### config.mk
export PLATFORM = sky130hd
export DESIGN_NAME = multicycle_controller_flat
export DESIGN_NICKNAME = d
export VERILOG_FILES = /design/src/rtl/multicycle_controller_pkg.sv /design/src/rtl/multicycle_controller_if.sv /design/src/rtl/multicycle_controller_opcode_class_decoder.sv /design/src/rtl/multicycle_controller.sv /design/src/flat_wrapper.sv
export SDC_FILE = /design/constraint.sdc
export NUM_CORES = 1
export LEC_CHECK = 0
export ABC_AREA = 1
export CAP_MARGIN = 25
export CORE_UTILIZATION = 49
export CTS_BUF_LIST = sky130_fd_sc_hd__clkbuf_2 sky130_fd_sc_hd__clkbuf_4 sky130_fd_sc_hd__clkbuf_8
export CTS_CLUSTER_DIAMETER = 50
export CTS_CLUSTER_SIZE = 28
export DETAILED_ROUTE_END_ITERATION = 12
export GPL_ROUTABILITY_DRIVEN = 0
export HOLD_SLACK_MARGIN = 0.08
export PLACE_DENSITY_LB_ADDON = 0.1
export SETUP_SLACK_MARGIN = 0.05
export SLEW_MARGIN = 20
export SYNTH_ARGS = -nofsm -noshare
export SYNTH_HDL_FRONTEND = slang
export SYNTH_SLANG_ARGS = --single-unit
### constraint.sdc
create_clock -name clk -period 1.9 [get_ports clk]
set_input_delay 0.38 -clock clk [delete_from_list [all_inputs] [get_ports clk]]
set_output_delay 0.38 -clock clk [all_outputs]
set_load 0.02 [all_outputs]
### src/rtl/multicycle_controller_pkg.sv
// riscv_ctrl_pkg: opcodes, FSM states and mux/ALU encodings shared by the multicycle controller
package riscv_ctrl_pkg;
  localparam logic [6:0] OP_R      = 7'b0110011;
  localparam logic [6:0] OP_IALU   = 7'b0010011;
  localparam logic [6:0] OP_LOAD   = 7'b0000011;
  localparam logic [6:0] OP_STORE  = 7'b0100011;
  localparam logic [6:0] OP_BRANCH = 7'b1100011;
  localparam logic [6:0] OP_JAL    = 7'b1101111;
  localparam logic [1:0] ALU_ADD    = 2'b00;
  localparam logic [1:0] ALU_BRANCH = 2'b01;
  localparam logic [1:0] ALU_FUNCT  = 2'b10;
  localparam logic [1:0] SRC_A_PC    = 2'b00;
  localparam logic [1:0] SRC_A_RS1   = 2'b01;
  localparam logic [1:0] SRC_A_OLDPC = 2'b10;
  localparam logic [1:0] SRC_B_RS2 = 2'b00;
  localparam logic [1:0] SRC_B_4   = 2'b01;
  localparam logic [1:0] SRC_B_IMM = 2'b10;
  localparam logic [1:0] WB_ALU = 2'b00;
  localparam logic [1:0] WB_MDR = 2'b01;
  localparam logic [1:0] WB_PC4 = 2'b10;
  typedef enum logic [2:0] {IDLE, FETCH, DECODE, EXEC, MEM, WB, TRAP} state_t;
  typedef struct packed {
    logic r;
    logic ialu;
    logic load;
    logic store;
    logic branch;
    logic jal;
  } op_class_t;
endpackage

### src/rtl/multicycle_controller_if.sv
// multicycle_controller_if: datapath and unified-memory signals seen by the controller
interface multicycle_controller_if #(parameter int ALUOP_W = 2);
  logic [6:0] opcode;
  logic zero, mem_ready;
  logic pc_write, ir_write, i_or_d, mem_read, mem_write, reg_write;
  logic instr_done, illegal_instr, bus_error;
  logic [1:0] alu_src_a, alu_src_b, mem_to_reg;
  logic [ALUOP_W-1:0] alu_op;
  modport master(
    input opcode, zero, mem_ready,
    output pc_write, ir_write, i_or_d, alu_src_a, alu_src_b, alu_op, mem_read, mem_write,
    output reg_write, mem_to_reg, instr_done, illegal_instr, bus_error
  );
  modport slave(
    output opcode, zero, mem_ready,
    input pc_write, ir_write, i_or_d, alu_src_a, alu_src_b, alu_op, mem_read, mem_write,
    input reg_write, mem_to_reg, instr_done, illegal_instr, bus_error
  );
endinterface

### src/rtl/multicycle_controller_opcode_class_decoder.sv
// opcode_class_decoder: maps an RV32I opcode to a one-hot instruction class (all zero = illegal)
module opcode_class_decoder
  import riscv_ctrl_pkg::*;
#(
  parameter bit EN_JAL = 1'b1
) (
  input  logic [6:0] opcode_i,
  output op_class_t  cls_o
);
  assign cls_o = '{
    r:      opcode_i == OP_R,
    ialu:   opcode_i == OP_IALU,
    load:   opcode_i == OP_LOAD,
    store:  opcode_i == OP_STORE,
    branch: opcode_i == OP_BRANCH,
    jal:    EN_JAL && opcode_i == OP_JAL
  };
endmodule

### src/rtl/multicycle_controller.sv
// multicycle_controller: sequences RV32I instructions through FETCH/DECODE/EXEC/MEM/WB with memory timeout and traps
module multicycle_controller
  import riscv_ctrl_pkg::*;
#(
  parameter int ALUOP_W = 2,
  parameter int TIMEOUT = 16,
  parameter bit EN_JAL  = 1'b1
) (
  input logic clk,
  input logic reset,
  multicycle_controller_if.master bus
);
  localparam int CW = $clog2(TIMEOUT);
  state_t state_q, state_d;
  logic [6:0] opc_q;
  logic [CW-1:0] wait_q, wait_d;
  logic illegal_q, bus_err_q;
  op_class_t cls_in, cls_q;
  logic legal_in, waiting, timeout;
  logic fe, de, ex, me, wb;
  opcode_class_decoder #(.EN_JAL(EN_JAL)) u_dec_in (.opcode_i(bus.opcode), .cls_o(cls_in));
  opcode_class_decoder #(.EN_JAL(EN_JAL)) u_dec_q  (.opcode_i(opc_q), .cls_o(cls_q));
  assign legal_in = cls_in != '0;
  assign {fe, de, ex, me, wb} = {state_q == FETCH, state_q == DECODE, state_q == EXEC, state_q == MEM, state_q == WB};
  assign waiting = (fe | me) & ~bus.mem_ready;
  assign timeout = waiting && wait_q == CW'(TIMEOUT - 1);
  // state register, wait counter and sticky trap flags
  always_ff @(posedge clk) begin
    if (reset) begin
      state_q   <= IDLE;
      opc_q     <= '0;
      wait_q    <= '0;
      illegal_q <= 1'b0;
      bus_err_q <= 1'b0;
    end else begin
      state_q   <= state_d;
      wait_q    <= wait_d;
      if (de) opc_q <= bus.opcode;
      illegal_q <= illegal_q | (de & ~legal_in);
      bus_err_q <= bus_err_q | timeout;
    end
  end
  // next state; a ready memory on the last allowed cycle beats the timeout
  always_comb begin
    state_d = state_q;
    case (state_q)
      IDLE:    state_d = FETCH;
      FETCH:   state_d = bus.mem_ready ? DECODE : timeout ? TRAP : FETCH;
      DECODE:  state_d = legal_in ? EXEC : TRAP;
      EXEC:    state_d = cls_q.branch ? FETCH : (cls_q.load | cls_q.store) ? MEM : WB;
      MEM:     state_d = bus.mem_ready ? (cls_q.load ? WB : FETCH) : timeout ? TRAP : MEM;
      WB:      state_d = FETCH;
      default: state_d = TRAP;
    endcase
    wait_d = state_d != state_q ? '0 : waiting ? wait_q + 1'b1 : wait_q;
  end
  // control outputs from the current state and latched opcode class
  always_comb begin
    bus.mem_read      = fe | (me & cls_q.load);
    bus.mem_write     = me & cls_q.store;
    bus.i_or_d        = me;
    bus.ir_write      = fe & bus.mem_ready;
    bus.pc_write      = (fe & bus.mem_ready) | (ex & ((cls_q.branch & bus.zero) | cls_q.jal));
    bus.alu_src_a     = de ? SRC_A_OLDPC : (ex & ~cls_q.jal) ? SRC_A_RS1 : SRC_A_PC;
    bus.alu_src_b     = fe ? SRC_B_4 : (de | (ex & (cls_q.ialu | cls_q.load | cls_q.store))) ? SRC_B_IMM : SRC_B_RS2;
    bus.alu_op        = ALUOP_W'((ex & (cls_q.r | cls_q.ialu)) ? ALU_FUNCT : (ex & cls_q.branch) ? ALU_BRANCH : ALU_ADD);
    bus.reg_write     = wb;
    bus.mem_to_reg    = ~wb ? WB_ALU : cls_q.load ? WB_MDR : cls_q.jal ? WB_PC4 : WB_ALU;
    bus.instr_done    = wb | (ex & cls_q.branch) | (me & cls_q.store & bus.mem_ready);
    bus.illegal_instr = illegal_q;
    bus.bus_error     = bus_err_q;
  end
endmodule
### src/flat_wrapper.sv
// flat-port wrapper written by rule: the top's interface ports become plain ports
module multicycle_controller_flat import riscv_ctrl_pkg::*;
#(
  parameter int ALUOP_W = 2,
  parameter int TIMEOUT = 16,
  parameter bit EN_JAL  = 1'b1
)
  (clk, reset, bus_opcode, bus_zero, bus_mem_ready, bus_pc_write, bus_ir_write, bus_i_or_d, bus_alu_src_a, bus_alu_src_b, bus_alu_op, bus_mem_read, bus_mem_write, bus_reg_write, bus_mem_to_reg, bus_instr_done, bus_illegal_instr, bus_bus_error);
  multicycle_controller_if #(.ALUOP_W(ALUOP_W)) bus_i ();
  input logic clk;
  input logic reset;
  input wire logic [$bits(bus_i.opcode)-1:0] bus_opcode;
  input wire logic [$bits(bus_i.zero)-1:0] bus_zero;
  input wire logic [$bits(bus_i.mem_ready)-1:0] bus_mem_ready;
  output wire logic [$bits(bus_i.pc_write)-1:0] bus_pc_write;
  output wire logic [$bits(bus_i.ir_write)-1:0] bus_ir_write;
  output wire logic [$bits(bus_i.i_or_d)-1:0] bus_i_or_d;
  output wire logic [$bits(bus_i.alu_src_a)-1:0] bus_alu_src_a;
  output wire logic [$bits(bus_i.alu_src_b)-1:0] bus_alu_src_b;
  output wire logic [$bits(bus_i.alu_op)-1:0] bus_alu_op;
  output wire logic [$bits(bus_i.mem_read)-1:0] bus_mem_read;
  output wire logic [$bits(bus_i.mem_write)-1:0] bus_mem_write;
  output wire logic [$bits(bus_i.reg_write)-1:0] bus_reg_write;
  output wire logic [$bits(bus_i.mem_to_reg)-1:0] bus_mem_to_reg;
  output wire logic [$bits(bus_i.instr_done)-1:0] bus_instr_done;
  output wire logic [$bits(bus_i.illegal_instr)-1:0] bus_illegal_instr;
  output wire logic [$bits(bus_i.bus_error)-1:0] bus_bus_error;
  assign bus_i.opcode = bus_opcode;
  assign bus_i.zero = bus_zero;
  assign bus_i.mem_ready = bus_mem_ready;
  assign bus_pc_write = bus_i.pc_write;
  assign bus_ir_write = bus_i.ir_write;
  assign bus_i_or_d = bus_i.i_or_d;
  assign bus_alu_src_a = bus_i.alu_src_a;
  assign bus_alu_src_b = bus_i.alu_src_b;
  assign bus_alu_op = bus_i.alu_op;
  assign bus_mem_read = bus_i.mem_read;
  assign bus_mem_write = bus_i.mem_write;
  assign bus_reg_write = bus_i.reg_write;
  assign bus_mem_to_reg = bus_i.mem_to_reg;
  assign bus_instr_done = bus_i.instr_done;
  assign bus_illegal_instr = bus_i.illegal_instr;
  assign bus_bus_error = bus_i.bus_error;
  multicycle_controller #(.ALUOP_W(ALUOP_W), .TIMEOUT(TIMEOUT), .EN_JAL(EN_JAL)) u_core (.clk(clk), .reset(reset), .bus(bus_i));
endmodule
======== After elaboration in Yosys (flattened, before gate mapping) ========
Index checks and enable logic that the tools add are counted.
storage, ports and cells
  flip-flop bits (word level) ............. 16
  input bits .............................. 11
  output and inout port bits .............. 17
cells by class
  bitwise gates (word level) .............. 28
  mux-type cells .......................... 18
  equality and inequality tests ........... 19
  add/sub/neg operators ................... 1
  reductions and logical operators ........ 5
operator list
  kind                                                  count
  equality test 7 x 6 -> 1 bit (second input constant)  4
  equality test 7 bit (second input constant)           4
  two-way mux 3 bit                                     6
  two-way mux 2 bit                                     8
  one-hot mux 3 bit (5 select lines)                    1
  equality test 7 x 2 -> 1 bit (second input constant)  2
  equality test 7 x 5 -> 1 bit (second input constant)  2
  bitwise OR 1 bit                                      13
  bitwise AND 1 bit                                     12
  equality test 3 x 2 -> 1 bit (second input constant)  2
  equality test 3 bit (second input constant)           2
  nonzero test 6 bit                                    1
  adder 4 x 1 -> 4 bit (second input constant)          1
  equality test 4 bit (second input constant)           1
  OR reduction 2 bit                                    2
  equality test 3 x 1 -> 1 bit (second input constant)  1
  zero test 3 bit                                       1
  two-way mux 1 bit                                     3
  != test 3 bit                                         1
  inverter 1 bit                                        3
  logical AND 1 bit                                     1

======== Logic depth before layout (Yosys ltp) ========
  depth after elaboration ................. 9
  mapped depth ............................ 11

======== Cells and area by module ========
From an unflattened synthesis, not the netlist that was laid out.
second synthesis, totals
  cells, all modules ...................... 187
  area total of the unflattened synthesis .. 1127.3 µm²
modules (own cells, without submodules)
  module                 area an instance (µm²)  seq. area each (µm²)  cells an instance  times used
  multicycle_controller  947.2                   320.3                 145                1
  opcode_class_decoder   90.1                    0.0                   21                 2

======== Worst setup path after synthesis ========
Ideal clock, no wire load.
  path kind ............................... reg2out
  start ................................... reg u_core.state_q[2]
  end ..................................... out bus_pc_write
  buffers on the path ..................... 1
  data arrival time ....................... 1541 ps
  stages on the path, launching flop included .. 9
  required time ........................... 1520 ps
  slack ................................... -21 ps
  cell sequence ........................... dfxtp_1 > buf_6 > inv_2 > nand2_1 > nor2_1 > inv_1 > nor2_1 > nand2_1 > o221ai_1
on the way
  word-level cells in the longest chain between the ends .. 3
  elaborated cells on any way between the ends .. 5
  classes of those cells .................. eq/ne (2); bitwise (3)
RTL lines
  what                                                                          line                         source
  start: declaration                                                            multicycle_controller.sv:14  state_t state_q, state_d;
  start signal: assignment                                                      multicycle_controller.sv:36  state_q <= state_d;
  equality test 3 x 1 -> 1 bit or equality test 3 x 2 -> 1 bit (tied branches)  multicycle_controller.sv:24  assign {fe, de, ex, me, wb} = {state_q == FETCH, state_q == DECODE, state_q == EXEC, state_q == MEM, state_q = ...
  bitwise AND 1 bit                                                             multicycle_controller.sv:63  bus.pc_write = (fe & bus.mem_ready) | (ex & ((cls_q.branch & bus.zero) | cls_q.jal));
  bitwise OR 1 bit (*)                                                          multicycle_controller.sv:63
  end: declaration                                                              flat_wrapper.sv:15           output wire logic [$bits(bus_i.pc_write)-1:0] bus_pc_write;
Every way passes the cells marked *; elsewhere a longest branch is shown, timed or not.

======== Worst setup path after layout ========
  start ................................... reg u_core.opc_q[4]
  end ..................................... out bus_pc_write
on the way
  word-level cells in the longest chain between the ends .. 5
  elaborated cells on any way between the ends .. 6
  classes of those cells .................. eq/ne (2); bitwise (4)
RTL lines
  what                      line                                              source
  start: declaration        multicycle_controller.sv:15                       logic [6:0] opc_q;
  start signal: assignment  multicycle_controller.sv:38                       if (de) opc_q <= bus.opcode;
  equality test 7 bit       multicycle_controller_opcode_class_decoder.sv:15  branch: opcode_i == OP_BRANCH,
  bitwise AND 1 bit         multicycle_controller.sv:63
  bitwise OR 1 bit (*)      multicycle_controller.sv:63
  bitwise AND 1 bit (*)     multicycle_controller.sv:63
  bitwise OR 1 bit (*)      multicycle_controller.sv:63
Marks and branches as above.

==> summary.log <==
INFO  run_status     run_status=finished, final reports clean
INFO  synth          synth_top_cells_by_area=dfxtp_1, nand2_1, inv_1, nor2_1, nand3_1
INFO  global_routing grt_start_max_net_pins=11
INFO  critical_path  critical_path.startpoint_type=register
INFO  detailed_routing vias_per_cell=4.976
INFO  synth          post_synth_inst_count=166
INFO  critical_path  path_max_fanout=3
INFO  synth          yosys_warnings=0
INFO  synth          synth_top_family_by_area=simple AND/OR/NAND/NOR gates
INFO  place          dp_hpwl=2190um
INFO  timing         fin_tns_setup=0ns
INFO  synth          netlist-cell-type-count=26
INFO  timing         slew_headroom=78.99%
INFO  clocking       cts_made_buffers=3
INFO  floorplan      effective_utilization_at_floorplan=52.71%
INFO  critical_path  critPathArrivalTime=1.44ns
INFO  synth          synthMuxAreaShare=0%
INFO  clocking       path_clk_slew=0.10ns
INFO  detailed_routing routed_wire_length=2758um
INFO  final_layout   nNetsFinal=232
INFO  timing         timing.final.max_slew_violations=0
INFO  floorplan      die_w=48.18um
INFO  global_routing grt_pass1_vias=1,028
INFO  detailed_routing drc=0
INFO  timing         setup_repair_after_global_routing_missed_its_margin=true
INFO  global_routing grt.total_usage=23.83%
INFO  synth          syn_area=0.001045sqmm
INFO  timing         skew=0.009539ns
INFO  final_layout   post-route-cell-area=0.001573sqmm
INFO  final_layout   antenna_cells=0
INFO  final_layout   layout.cells.non_filler=246
INFO  synth          mappedNetlistNets=178
INFO  timing         report.final.setup_viol=0
INFO  clocking       cts.sinks=16
INFO  detailed_routing firstDrtPassIters=5
INFO  power_and_ir_drop p_leak=0.7624nW
INFO  clocking       tritoncts=built
INFO  synth          synth-simple-area-share=39.04%
INFO  clocking       cts_max_level=1
INFO  final_layout   multiInputGateArea=635.6squm
INFO  synth          synth.avg_cell_area=6.294squm
INFO  synth          synth_area_in_compound_gates=12.57%
INFO  detailed_routing vias=1,224
INFO  detailed_routing drt_antenna_net_count=0
INFO  run            maxCapViolCount=0
INFO  detailed_routing avgRoutedWirePerCell=11.21um
INFO  final_layout   mostFrequentLayoutCells=nand2_1, buf_4, inv_1
INFO  synth          synth_xor_xnor_area_share=2.515%
INFO  global_routing wire_length_of_the_first_global_routing_pass=3864um
INFO  final_layout   sequential_cell_area=335.3squm
INFO  final_layout   nFillCells=136
INFO  floorplan      rows=16
INFO  timing         hold_viol_final=0
INFO  hold_path      instance_count_along_the_most_critical_hold_path=2
INFO  detailed_routing detail_route.iter0.violations=22
INFO  clocking       worst_skew_pair_latency=0.30ns
INFO  floorplan      dieHeight=48.18um
INFO  clocking       cts.root.buffer_cell=clkbuf_4
INFO  final_layout   areaGrowthSynthToFinish=50.54%
INFO  clocking       cts.path.max_buffers=2
INFO  critical_path  critPathCaptureType=output pin
INFO  critical_path  r2r_cells=10
INFO  final_layout   mostFrequentLayoutCell=nand2_1
INFO  floorplan      die_area=0.002321sqmm
INFO  timing         achievable-frequency=549.3MHz
INFO  power_and_ir_drop power=1.198mW
INFO  timing         timing.final.crit_period=1.821ns
INFO  synth          synth-seq-area-share=30.66%
INFO  place          dp_cells=242
INFO  place          placement.cell_area=0.001521sqmm
INFO  critical_path  crit_type=register to output pin
INFO  synth          synthAdderAreaFrac=1.198%
INFO  synth          synth_largest_area_cell=dfxtp_1
INFO  floorplan      io-pin-count=28
INFO  synth          postSynthRegisterBits=16
INFO  timing         post-route-period-util=95.82%
INFO  hold_path      worstHoldPathType=register to register
INFO  place          numPortBuffers=27
INFO  floorplan      design.core.area=0.001982sqmm
INFO  synth          yosysTopAreaCellShare=30.66%
INFO  clocking       holdBufCountCts=0
INFO  power_and_ir_drop max-vdd-ir-drop=0.6926mV
INFO  final_layout   layout-drive-gt1-share=36.99%
INFO  global_routing globalRouteOverflowTotal=0
INFO  global_routing grt_antenna_before_repair=0
INFO  critical_path  cp_data_required_time=1.52ns
INFO  power_and_ir_drop power_density=762.0mW/mm^2
INFO  timing         worst-slew-pin-transition=0.3128ns
## synthesized netlist by cell type, drive strengths merged
library cell	n
nand2	39
xor2	3
buf	3
ha	1
o221ai	1
clkbuf	1
dfxtp	16
nand4	4
a21oi	9
nor3	4
inv	31
o21a	1
a211o	1
o211ai	1
o21ai	10
nor2	29
nand3	12
## critical path, cell delays in order, from the launching register on
cell and delay [ns]:
dfxtp_2 0.35, inv_2 0.07, nand2_4 0.05, nor2_4 0.12
nand4_1 0.17, o221ai_1 0.20, buf_4 0.17
## worst paths after layout
kind	start	endpoint	slack, ns
setup / recovery	u_core.opc_q[4]	bus_pc_write	0.08
hold / removal	u_core.bus.illegal_instr	u_core.bus.illegal_instr	0.46
setup reg to reg	u_core.wait_q[0]	u_core.wait_q[0]	0.28
hold reg to reg	u_core.bus.illegal_instr	u_core.bus.illegal_instr	0.46
## metrics by stage
| stage | hold WS, ns | utilization [%] | worst slack [ns] |
|---|---|---|---|
| after floorplan | 0.4491 | - | 0.09152 |
| after global placement | 0.4411 | 76.77 | -0.2379 |
| after detailed placement | 0.4514 | 76.77 | -0.2510 |
| after CTS | 0.4674 | 77.59 | 0.05352 |
| after global routing | 0.4952 | 79.36 | -0.02630 |
| final | 0.4622 | 79.36 | 0.07936 |
## registers in the layout, indices dropped and copies added, names as in the netlist
name                      count
u_core.state_q                3
u_core.opc_q                  7
u_core.wait_q                 4
u_core.bus.illegal_instr      1
u_core.bus.bus_error          1
## per-layer routing
layer	track usage [%]	vias to the layer above	routed length, um
met1	26.13	552	1134
met3	3.333	9	125
met2	45.87	32	1438
met4	8.333	0	60
met5	0	-	0
li1	-	631	-
## power breakdown
group	internal [mW]	switching, mW
Sequential	0.378	0.0376
Combinational	0.241	0.313
Clock	0.117	0.112
Total	0.736	0.462
## timing repair
| action | 4_1_cts | 5_1_grt |
|---|---|---|
| pin swaps | 0 | 8 |
| setup endpoints to repair | 15 | 12 |
| setup buffers | 0 | 0 |
| resized for setup | 49 | 37 |
## area by class of cell
class                      instances  share of cell area (%)
clock buffer                       4                   2.307
inverter                          31                   7.399
multi-input combinational        115                   40.41
sequential                        16                   21.32
tap                               27                   2.148
timing repair buffer              53                   26.41
## logic make-up after synthesis
kind of cell,count (synthesis)
XOR/XNOR,3
AO/OA/AOI/OAI,23
buffers and inverters,35
flip-flops,16
AND/OR/NAND/NOR,88
adder cells (fa/ha/maj),1
Note: power is estimated with default switching activity, not from simulation.
